`src/rtl/pitch_pkg.sv`:
```
// Shared defaults, FSM state encoding and sample type for the pitch resampler.
package pitch_pkg;

  localparam int ADDR_W_DEF = 23;
  localparam int CH_DEF     = 2;
  localparam int STEP_W_DEF = 8;
  localparam int FRAC_W_DEF = 4;

  typedef enum logic [2:0] {
    IDLE,
    CALC,
    RD_A,
    RD_B,
    MIX,
    WR,
    FIN
  } state_t;

  typedef logic signed [15:0] sample_t;

endpackage

```
`src/rtl/pitch_lerp.sv`:
```
// One-channel linear interpolation: y = a + floor((b - a) * frac / 2^FRAC_W).
// Latency: combinational.
// Backpressure: none, pure function of its inputs.
module pitch_lerp
  import pitch_pkg::*;
#(
  parameter int FRAC_W = FRAC_W_DEF
) (
  input  logic [15:0]       a,
  input  logic [15:0]       b,
  input  logic [FRAC_W-1:0] frac,
  output logic [15:0]       y
);

  localparam int PW = 17 + FRAC_W + 1;

  sample_t              sa;
  sample_t              sb;
  logic signed [16:0]   diff;
  logic signed [FRAC_W:0] fs;
  logic signed [PW-1:0] prod;
  logic signed [PW-1:0] shifted;
  logic signed [PW-1:0] sum;

  // The difference needs 17 bits so full-scale swings do not overflow.
  always_comb begin
    sa      = sample_t'(a);
    sb      = sample_t'(b);
    diff    = {sb[15], sb} - {sa[15], sa};
    fs      = {1'b0, frac};
    prod    = PW'(diff) * PW'(fs);
    shifted = prod >>> FRAC_W;
    sum     = PW'(sa) + shifted;
    y       = sum[15:0];
  end

endmodule

```
`src/rtl/pitch_resampler.sv`:
```
// Resamples a packed multi-channel sample stream between SDRAM buffers at a fixed-point step.
// Latency: start -> CALC next cycle -> first read strobe the cycle after; one word per output.
// Backpressure: each strobe is held with stable address/data until i_finished.
module pitch_resampler
  import pitch_pkg::*;
#(
  parameter int ADDR_W = ADDR_W_DEF,
  parameter int CH     = CH_DEF,
  parameter int STEP_W = STEP_W_DEF,
  parameter int FRAC_W = FRAC_W_DEF
) (
  input  logic              i_clk,
  input  logic              i_rst,
  input  logic              i_start,
  output logic              o_busy,
  output logic              o_done,
  input  logic [ADDR_W-1:0] i_src_addr,
  input  logic [ADDR_W-1:0] i_dst_addr,
  input  logic [ADDR_W-1:0] i_length,
  input  logic [STEP_W-1:0] i_step,
  input  logic              i_interp,
  output logic [ADDR_W-1:0] o_count,
  output logic              o_read,
  output logic              o_write,
  output logic [ADDR_W-1:0] o_addr,
  input  logic [16*CH-1:0]  i_readdata,
  output logic [16*CH-1:0]  o_writedata,
  input  logic              i_finished
);

  localparam int DATA_W = 16 * CH;
  localparam int POS_W  = ADDR_W + FRAC_W + 1;
  localparam int IDX_W  = ADDR_W + 1;

  state_t            state;
  logic [ADDR_W-1:0] src;
  logic [ADDR_W-1:0] dst;
  logic [ADDR_W-1:0] len;
  logic [STEP_W-1:0] step;
  logic              interp;
  logic [POS_W-1:0]  pos;
  logic [ADDR_W-1:0] count;

  logic [IDX_W-1:0]  tag  [2];
  logic [DATA_W-1:0] cdat [2];
  logic [1:0]        cval;
  logic              victim;

  logic [DATA_W-1:0] word_a;
  logic [DATA_W-1:0] word_b;
  logic              use_b;
  logic              rd_b_pend;

  logic [IDX_W-1:0]  idx;
  logic [IDX_W-1:0]  idx1;
  logic [FRAC_W-1:0] frac;
  logic              past_end;
  logic              need_b;
  logic              hit_a0, hit_a1, hit_b0, hit_b1;
  logic              hit_a, hit_b;
  logic [DATA_W-1:0] dat_a, dat_b;
  logic [ADDR_W-1:0] addr_a, addr_b;
  logic [POS_W:0]    pos_sum;
  logic [POS_W-1:0]  pos_next;
  logic [DATA_W-1:0] mix_b;
  logic [DATA_W-1:0] mix_y;

  always_comb begin
    idx      = pos[POS_W-1:FRAC_W];
    frac     = pos[FRAC_W-1:0];
    idx1     = idx + IDX_W'(1);
    past_end = idx >= {1'b0, len};
    // When A is the last source word, B falls back to A and is never fetched.
    need_b   = interp && (frac != '0) && (idx1 != {1'b0, len});
    hit_a0   = cval[0] && (tag[0] == idx);
    hit_a1   = cval[1] && (tag[1] == idx);
    hit_b0   = cval[0] && (tag[0] == idx1);
    hit_b1   = cval[1] && (tag[1] == idx1);
    hit_a    = hit_a0 || hit_a1;
    hit_b    = hit_b0 || hit_b1;
    dat_a    = hit_a0 ? cdat[0] : cdat[1];
    dat_b    = hit_b0 ? cdat[0] : cdat[1];
    addr_a   = src + idx[ADDR_W-1:0];
    addr_b   = src + idx1[ADDR_W-1:0];
    pos_sum  = {1'b0, pos} + (POS_W+1)'(step);
    pos_next = pos_sum[POS_W] ? '1 : pos_sum[POS_W-1:0];
    mix_b    = use_b ? word_b : word_a;
  end

  for (genvar k = 0; k < CH; k++) begin : g_lerp
    pitch_lerp #(.FRAC_W(FRAC_W)) u_lerp (
      .a    (word_a[16*k +: 16]),
      .b    (mix_b[16*k +: 16]),
      .frac (frac),
      .y    (mix_y[16*k +: 16])
    );
  end

  assign o_count = count;

  always_ff @(posedge i_clk) begin
    if (i_rst) begin
      state       <= IDLE;
      o_busy      <= 1'b0;
      o_done      <= 1'b0;
      o_read      <= 1'b0;
      o_write     <= 1'b0;
      o_addr      <= '0;
      o_writedata <= '0;
      count       <= '0;
      pos         <= '0;
      cval        <= '0;
      victim      <= 1'b0;
      use_b       <= 1'b0;
      rd_b_pend   <= 1'b0;
      src         <= '0;
      dst         <= '0;
      len         <= '0;
      step        <= '0;
      interp      <= 1'b0;
    end else begin
      o_done <= 1'b0;
      case (state)
        IDLE: begin
          if (i_start) begin
            src    <= i_src_addr;
            dst    <= i_dst_addr;
            len    <= i_length;
            step   <= i_step;
            interp <= i_interp;
            pos    <= '0;
            count  <= '0;
            cval   <= '0;
            victim <= 1'b0;
            o_busy <= 1'b1;
            state  <= CALC;
          end
        end
        CALC: begin
          if (past_end || (step == '0)) begin
            o_busy <= 1'b0;
            o_done <= 1'b1;
            state  <= FIN;
          end else begin
            use_b     <= need_b;
            rd_b_pend <= need_b && !hit_b;
            word_a    <= dat_a;
            word_b    <= dat_b;
            if (!hit_a) begin
              o_read <= 1'b1;
              o_addr <= addr_a;
              state  <= RD_A;
            end else if (need_b && !hit_b) begin
              o_read <= 1'b1;
              o_addr <= addr_b;
              state  <= RD_B;
            end else begin
              state <= MIX;
            end
          end
        end
        RD_A: begin
          if (o_read && i_finished) begin
            o_read       <= 1'b0;
            word_a       <= i_readdata;
            tag[victim]  <= idx;
            cdat[victim] <= i_readdata;
            cval[victim] <= 1'b1;
            victim       <= ~victim;
            state        <= rd_b_pend ? RD_B : MIX;
          end
        end
        RD_B: begin
          // Entered from RD_A with the strobe low: raise it a cycle later.
          if (!o_read) begin
            o_read <= 1'b1;
            o_addr <= addr_b;
          end else if (i_finished) begin
            o_read       <= 1'b0;
            word_b       <= i_readdata;
            tag[victim]  <= idx1;
            cdat[victim] <= i_readdata;
            cval[victim] <= 1'b1;
            victim       <= ~victim;
            state        <= MIX;
          end
        end
        MIX: begin
          o_writedata <= mix_y;
          o_write     <= 1'b1;
          o_addr      <= dst + count;
          state       <= WR;
        end
        WR: begin
          if (i_finished) begin
            o_write <= 1'b0;
            count   <= count + ADDR_W'(1);
            pos     <= pos_next;
            state   <= CALC;
          end
        end
        FIN: begin
          state <= IDLE;
        end
        default: begin
          state <= IDLE;
        end
      endcase
    end
  end

endmodule

```
`config.mk`:
```
export PLATFORM = sky130hd
export DESIGN_NAME = pitch_resampler
export DESIGN_NICKNAME = d
export VERILOG_FILES = /design/src/rtl/pitch_pkg.sv /design/src/rtl/pitch_lerp.sv /design/src/rtl/pitch_resampler.sv
export SDC_FILE = /design/constraint.sdc
export NUM_CORES = 1
export LEC_CHECK = 0
export ABC_AREA = 1
export CAP_MARGIN = 5
export CORE_ASPECT_RATIO = 1.4
export CORE_MARGIN = 2
export CORE_UTILIZATION = 60
export CTS_BUF_LIST = sky130_fd_sc_hd__clkbuf_16
export DETAILED_ROUTE_END_ITERATION = 16
export GPL_ROUTABILITY_DRIVEN = 0
export PLACE_DENSITY = 0.77
export SYNTH_ARGS = -nofsm -noshare
export SYNTH_HDL_FRONTEND = slang
export SYNTH_SLANG_ARGS = --single-unit
export TNS_END_PERCENT = 10
```
`constraint.sdc`:
```
create_clock -name i_clk -period 9.5 [get_ports i_clk]
set_input_delay 1.9 -clock i_clk [delete_from_list [all_inputs] [get_ports i_clk]]
set_output_delay 1.9 -clock i_clk [all_outputs]
set_load 0.005 [all_outputs]
```
==> results of run 1 <==
-- area by class of cell --
cell class | count | area share (%)
flip-flops and latches | 372 | 27.4
repair buffers | 218 | 6.32
clock buffers | 41 | 3.06
inverters | 617 | 6.90
well taps | 637 | 2.37
multi-input cells | 3054 | 53.3
diodes | 3 | 0.0224
clock inverters | 28 | 0.604
-- cells in the mapped netlist (4+ instances only) --
library cell / count
nand2_1: 913
inv_1: 609
nor2_1: 414
a21oi_1: 397
o21ai_0: 328
ha_1: 233
dfxtp_1: 196
edfxtp_1: 176
nand3_1: 166
xor2_1: 129
clkbuf_1: 101
fa_1: 70
xnor2_1: 51
nand4_1: 49
nor3_1: 45
or2_2: 32
nor4_1: 24
a21o_1: 23
o21bai_1: 20
buf_2: 18
o211ai_1: 16
a211oi_1: 15
nand2_2: 15
a31oi_1: 11
nand3b_1: 11
nor2_2: 11
o21ai_1: 9
o221ai_1: 9
buf_4: 8
o22ai_1: 8
buf_1: 7
o21a_1: 7
a21boi_0: 5
inv_2: 5
nor2_4: 5
xnor3_1: 5
o2111ai_1: 4
-- through the flow --
step / std cells / cell area, sq um / util (%) / setup WS [ps]
detailed placement: 4898 / 32300 / 65.8 / 1890
global placement: 4898 / 32300 / 65.8 / 2100
finish: 4970 / 33600 / 68.3 / 1810
floorplan: 4180 / 29900 / - / 1690
global route: 4969 / 33600 / 68.3 / 1140
CTS: 4967 / 33600 / 68.3 / 1890
-- tightest hold or removal path, stage by stage (launching register included) --
cell,delay (ps)
dfxtp_1,310
nand2_1,60
a21oi_1,50
-- power groups by stage --
stage | Sequential [W] | Combinational, W | Clock [W]
after floorplan | 0.00212 | 0.00196 | 0
after global placement | 0.00223 | 0.00271 | 0
after detailed placement | 0.00223 | 0.00274 | 0
after CTS | 0.00220 | 0.00276 | 0.00154
after global routing | 0.00223 | 0.00311 | 0.00160
final | 0.00221 | 0.00279 | 0.00153
-- state kept, by name (all words and copies together), names as in the netlist, 2 cells and up --
register     cells
cval             2
cdat            64
word_a          32
src             23
o_count         23
o_writedata     32
step             8
state            3
word_b          32
tag             48
o_addr          23
pos             28
len             23
dst             23
-- metal layers --
layer | vias to the layer above | GRT usage, % | wire (microns)
met5 | - | 0 | 12
met4 | 2 | 25.2 | 7100
met3 | 376 | 6.07 | 6720
met2 | 1249 | 62.2 | 45000
met1 | 13073 | 39.5 | 33900
li1 | 13951 | - | -
-- how the worst max path moves through the flow --
stage,cells past startpoint,slack (ps),end,start
global placement,35,2100,o_writedata[15]$_SDFFE_PP0P_,use_b$_SDFFE_PP0P_
finish,36,1810,o_writedata[31]$_SDFFE_PP0P_,use_b$_SDFFE_PP0P_
CTS,36,1890,o_writedata[31]$_SDFFE_PP0P_,use_b$_SDFFE_PP0P_
floorplan,2,1690,word_a[0]$_DFFE_PP_,i_rst
detailed placement,36,1890,o_writedata[31]$_SDFFE_PP0P_,use_b$_SDFFE_PP0P_
global route,37,1140,o_writedata[31]$_SDFFE_PP0P_,use_b$_SDFFE_PP0P_
-- logic make-up (layout without fill, tap and decap cells) --
family | after synthesis | count (layout) | share of synthesized area (%)
AOI/OAI and AO/OA | 868 | 868 | 15.7
xor gates and xnor gates | 185 | 185 | 5.64
adders and majority gates | 303 | 303 | 14.4
buffers and inverters | 754 | 904 | 9.70
DFF | 372 | 372 | 30.8
muxes | 2 | 2 | 0.0669
other | 0 | 3 | 0
and+or+nand+nor | 1696 | 1696 | 23.8
==> results.md, run 1 <==
* Status: complete, no violations
* Worst Path Required at 10,030 ps
* Clk slew on worst S/H paths at 60 ps
* Internal power at 0.00384 W
* Leading cell type in the layout, fill and taps excluded: nand2_1
* Final slew viol count at 0
* Fmax at 130 MHz
* Final wirelength at between 90,000 and 100,000 microns
* VDD IR max at approximately 0.16 mV
* Synth warn at 0
* Pwr Density at 195 nW/um^2
* Register bit count reported by yosys at 372
* Unrepaired setup endpoints after global routing: false
* Max-cap check violation count at 0
* Max Root-Sink Buffers at 3
* Final worst path period share at 80.9%
* Area delta synth->final at 12.1%
* Slew headroom at 29.1%
* FP Rows at 96
* Clock Skew at about 16 ps
* I/O Buffers at ~200
* Via count at 28,651
* Cts hold-fix bufs at 0
* CTS tree: built
* Post-DP HPWL at 70,500 microns
* Grt ovf at 0
* CP max stage delay at ~680 ps
* Syn Std Cell Area at ~30,000 sq um
* Multi-input logic area at 17,900 sq um
* DRC viols at 0
* Synth area leader: edfxtp_1
* Largest net degree at the start of global routing at 78
* Hold EP: dst[3]$_SDFFE_PP0P_
* Nets at 4,719
* EDFF count, synth at 176
* Max FO, Critical Path at 32
* Pre-antenna DRT Iters at 6
* CP Capture Type: flop
* DR WL/cell at roughly 19 microns
* Drt via density at 5.76
* Hold Path Class: flop to flop
* Core Area at 49,100 sq um
* Layout cells sized above 1 at under 10%
* Clock Latency Late Sink at 580 ps
* Antenna viol nets, final at 0
* Sw frac at 41.2%
* R2R Path End: o_writedata[31]$_SDFFE_PP0P_
* Hold path start: dst[3]$_SDFFE_PP0P_
* Final setup fails at 0
* Seq/Total Area, Yosys at 30.8%
* H-tree depth at 2
* R2R setup slack at 1810 ps
* Final Hold Vio Count at 0
* Reg2reg start: use_b$_SDFFE_PP0P_
* IO Count at a little under 200
* DIE HEIGHT at between 200 and 300 microns
* CTS sink count at 372
* CP Buf/Inv Count at 5
* Worst Tran Pin Value at 1060 ps
* FILL cells at 4,352
* Leakage at around 16 nW
* Fin crit period at 7690 ps
* Synth Instances at 4,180
* Net Count, Synth at 4,597
* Initial drt markers at 2,226
* Switching power total at approximately 0.0027 W
* R2R depth at 36
* Synthesized area per cell at 7.16 sq um
* Tot GR Track Use at 35.8%
* Initial antenna violation count at 4
* First-pass GRT wire length at 143,000 microns
* Initial Util at 61.0%
* Synth top area cells: edfxtp_1, dfxtp_1, nand2_1
* WS Path Type: flop to flop
* Share of the synthesized area in the top cell type at 17.6%
* Setup Buffers After CTS at 0
* Die Span X at 193 microns
* Crit path launch type: flop
* Hold Slack at 468 ps
* Vias in the first global route at roughly 27,000
* Comb power frac at 42.7%
* Clock root buffer: clkbuf_16
* Distinct cells, synth at 58
* Storage cell area at 9210 sq um
* Die ar. at 51,700 sq um
* Overall power at 0.00654 W
* Slowest cell on crit path: dfxtp_2
* Async set-reset flop share out of synthesis at 0%
* CP delay by family, top: adder cells
* Arrival time worst endpoint at 8220 ps
* Num CTS Buffers at 39
* Power share of the sequential group at 33.8%
* Most frequent cells in the layout: nand2_1, inv_1, nor2_1, a21oi_1, o21ai_0
* Top FF cell, synth: dfxtp_1
* Hold Path Stages at 2
* Total negative setup slack at 0 ps
* Clock share of power at 23.5%
* CTS resizes at 0
(Power assumes the default switching activity.)
==> run 2: changes to the inputs <==
--- a/config.mk
+++ b/config.mk
@@ -9,11 +9,11 @@
 export CAP_MARGIN = 5
 export CORE_ASPECT_RATIO = 1.4
 export CORE_MARGIN = 2
-export CORE_UTILIZATION = 60
+export CORE_UTILIZATION = 55
 export CTS_BUF_LIST = sky130_fd_sc_hd__clkbuf_16
 export DETAILED_ROUTE_END_ITERATION = 16
 export GPL_ROUTABILITY_DRIVEN = 0
-export PLACE_DENSITY = 0.77
+export PLACE_DENSITY = 0.74
 export SYNTH_ARGS = -nofsm -noshare
 export SYNTH_HDL_FRONTEND = slang
 export SYNTH_SLANG_ARGS = --single-unit
==> constraint.sdc (replaced) <==
create_clock -name i_clk -period 6.9 [get_ports i_clk]
set_input_delay 1.38 -clock i_clk [delete_from_list [all_inputs] [get_ports i_clk]]
set_output_delay 1.38 -clock i_clk [all_outputs]
set_load 0.005 [all_outputs]
==> run 2 against run 1 <==
  * Final cell count is 2.5% higher
  * Clock-buffer cell count stayed put
  * Critical path depth is 3 lower
  * Critical path type unchanged
  * Critical endpoint is now o_writedata[30]$_SDFFE_PP0P_
  * Largest power group unchanged
==> results.md, run 2 (synthesis results as in run 1) <==
* CP max stage delay at 540 ps
* First-pass GRT wire length at between 100,000 and 150,000 microns
* CTS tree: built
* Worst Path Required at about 7300 ps
* Antenna viol nets, final at 0
* Crit path launch type: flop
* R2R setup slack at 280 ps
* VDD IR max at between 0.2 and 0.25 mV
* Final wirelength at 93,000 microns
* Num CTS Buffers at 40
* Setup WS pre-CTS at -127 ps
* Cts hold-fix bufs at 0
* Setup slack after layout at 280 ps
* Max-cap check violation count at 0
* Layout cells sized above 1 at 6.06%
* Fin crit period at between 6000 and 7000 ps
* CP delay by family, top: adder cells
* Hold Slack at 461 ps
* Hold EP: interp$_SDFFE_PP0P_
* CP Capture Type: flop
* Nets at 4,763
* H-tree depth at 2
* DRC viols at 0
* Most flops, register: cdat
* Max Root-Sink Buffers at 3
* Hold path start: interp$_SDFFE_PP0P_
* Die ar. at 56,400 sq um
* Pwr Density at around 280 nW/um^2
* Internal power at 0.00564 W
* Comb power frac at 43.8%
* Vias in the first global route at 27,173
* Clock Skew at 17.2 ps
* Via count at about 29,000
* ANT cells at 0
* Arrival time worst endpoint at 7050 ps
* Grt ovf at 0
* R2R Path End: o_writedata[30]$_SDFFE_PP0P_
* Leakage at 15.9 nW
* Reg2reg start: use_b$_SDFFE_PP0P_
* Met2 routed WL at 46,200 microns
* Clock Latency Late Sink at around 570 ps
* Top flop regs: cdat (64), tag (48)
* CTS sink count at 372
* Clock share of power at 24.3%
* Largest net degree at the start of global routing at 81
* FP Rows at 101
* Number of flip-flops in the largest register at 64
* FILL cells at approximately 5,000
* Final slew viol count at 0
* DIE HEIGHT at 280 microns
* Die Span X at roughly 200 microns
* Pre-antenna DRT Iters at 7
* Power share of the sequential group at 31.9%
* Switching power total at 0.00382 W
* Max FO, Critical Path at 11
* Core Area at 54,100 sq um
* Overall power at 0.00947 W
* Unrepaired setup endpoints after global routing: true
* Met1 WL at 34,800 microns
* Final setup fails at 0
* Initial drt markers at 2,272
* I/O Buffers at between 150 and 200
* Initial Util at 55.4%
* CP Buf/Inv Count at 5
* Leading cell type in the layout, fill and taps excluded: nand2_1
* Drt via density at 5.64
* Post-DP HPWL at slightly above 70,000 microns
* Fmax at ~150 MHz
* Top Layer Used: met4
* Critical path depth in cells at 33
* Most frequent cells in the layout: nand2_1, inv_1, nor2_1, a21oi_1, o21ai_0
* WS Path Type: flop to flop
* Status: complete, no violations
* Clk slew on worst S/H paths at approximately 60 ps
* Initial antenna violation count at 0
* R2R depth at 33
* Hold Path Stages at 2
* Tot GR Track Use at 32.2%
* Met3 wire len at 5680 microns
* Worst Tran Pin Value at ~860 ps
* Slowest cell on crit path: fa_1
* Slew headroom at 41.0%
* Sw frac at 40.4%
* Fin util at 63.6%
* IO Count at 196
* Final worst path period share at 95.9%
* Hold Path Class: flop to flop
* Final Hold Vio Count at 0
* Total negative setup slack at 0 ps
* DR WL/cell at 18.3 microns
* Area delta synth->final at 14.9%
* Clock root buffer: clkbuf_16
## run 2: what timing repair did
action                                  CTS  global route
gates resized for setup                   8            67
gates cloned                              0             0
setup buffers                             0             9
pin swaps                                 0            31
endpoints found under the setup margin    5            14
## run 2: final cells by class
cell class	count	area, sq um	area share, %
sequential	372	9210	26.8
tap	721	902	2.62
timing repair buffer	261	2470	7.18
inverter	617	2320	6.73
multi-input combinational	3054	18100	52.7
clock buffer	41	1030	2.98
clock inverter	30	343	0.997
## run 2: per-stage QoR
stage | cell area, sq um | cells
floorplan | 29900 | 4180
global placement | 32700 | 5016
detailed placement | 32700 | 5016
CTS | 34100 | 5087
global route | 34400 | 5096
finish | 34400 | 5096
## run 2: metal layers
layer	up-vias	track usage, %
met5	-	0
met4	0	19.1
met3	339	4.20
met2	1134	58.6
met1	13225	35.8
li1	14025	-
## run 2: tightest hold or removal path, stage by stage (launching register included)
cell and delay, ps:
dfxtp_1 300, inv_1 60, a21oi_1 50
## run 2: worst max-delay path by stage
stage	startpoint	end	slack (ps)
after floorplan	use_b$_SDFFE_PP0P_	o_writedata[15]$_SDFFE_PP0P_	230
after global placement	use_b$_SDFFE_PP0P_	o_writedata[31]$_SDFFE_PP0P_	120
after detailed placement	use_b$_SDFFE_PP0P_	o_writedata[14]$_SDFFE_PP0P_	-130
after CTS	use_b$_SDFFE_PP0P_	o_writedata[31]$_SDFFE_PP0P_	5
after global routing	use_b$_SDFFE_PP0P_	o_writedata[15]$_SDFFE_PP0P_	-140
final	use_b$_SDFFE_PP0P_	o_writedata[30]$_SDFFE_PP0P_	280
## run 2: power by group through the flow
stage / Sequential (W) / Combinational, W / Clock (W)
finish: 0.00302 / 0.00414 / 0.00230
global route: 0.00304 / 0.00460 / 0.00241
CTS: 0.00301 / 0.00401 / 0.00232
detailed placement: 0.00305 / 0.00397 / 0
global placement: 0.00305 / 0.00393 / 0
floorplan: 0.00292 / 0.00270 / 0
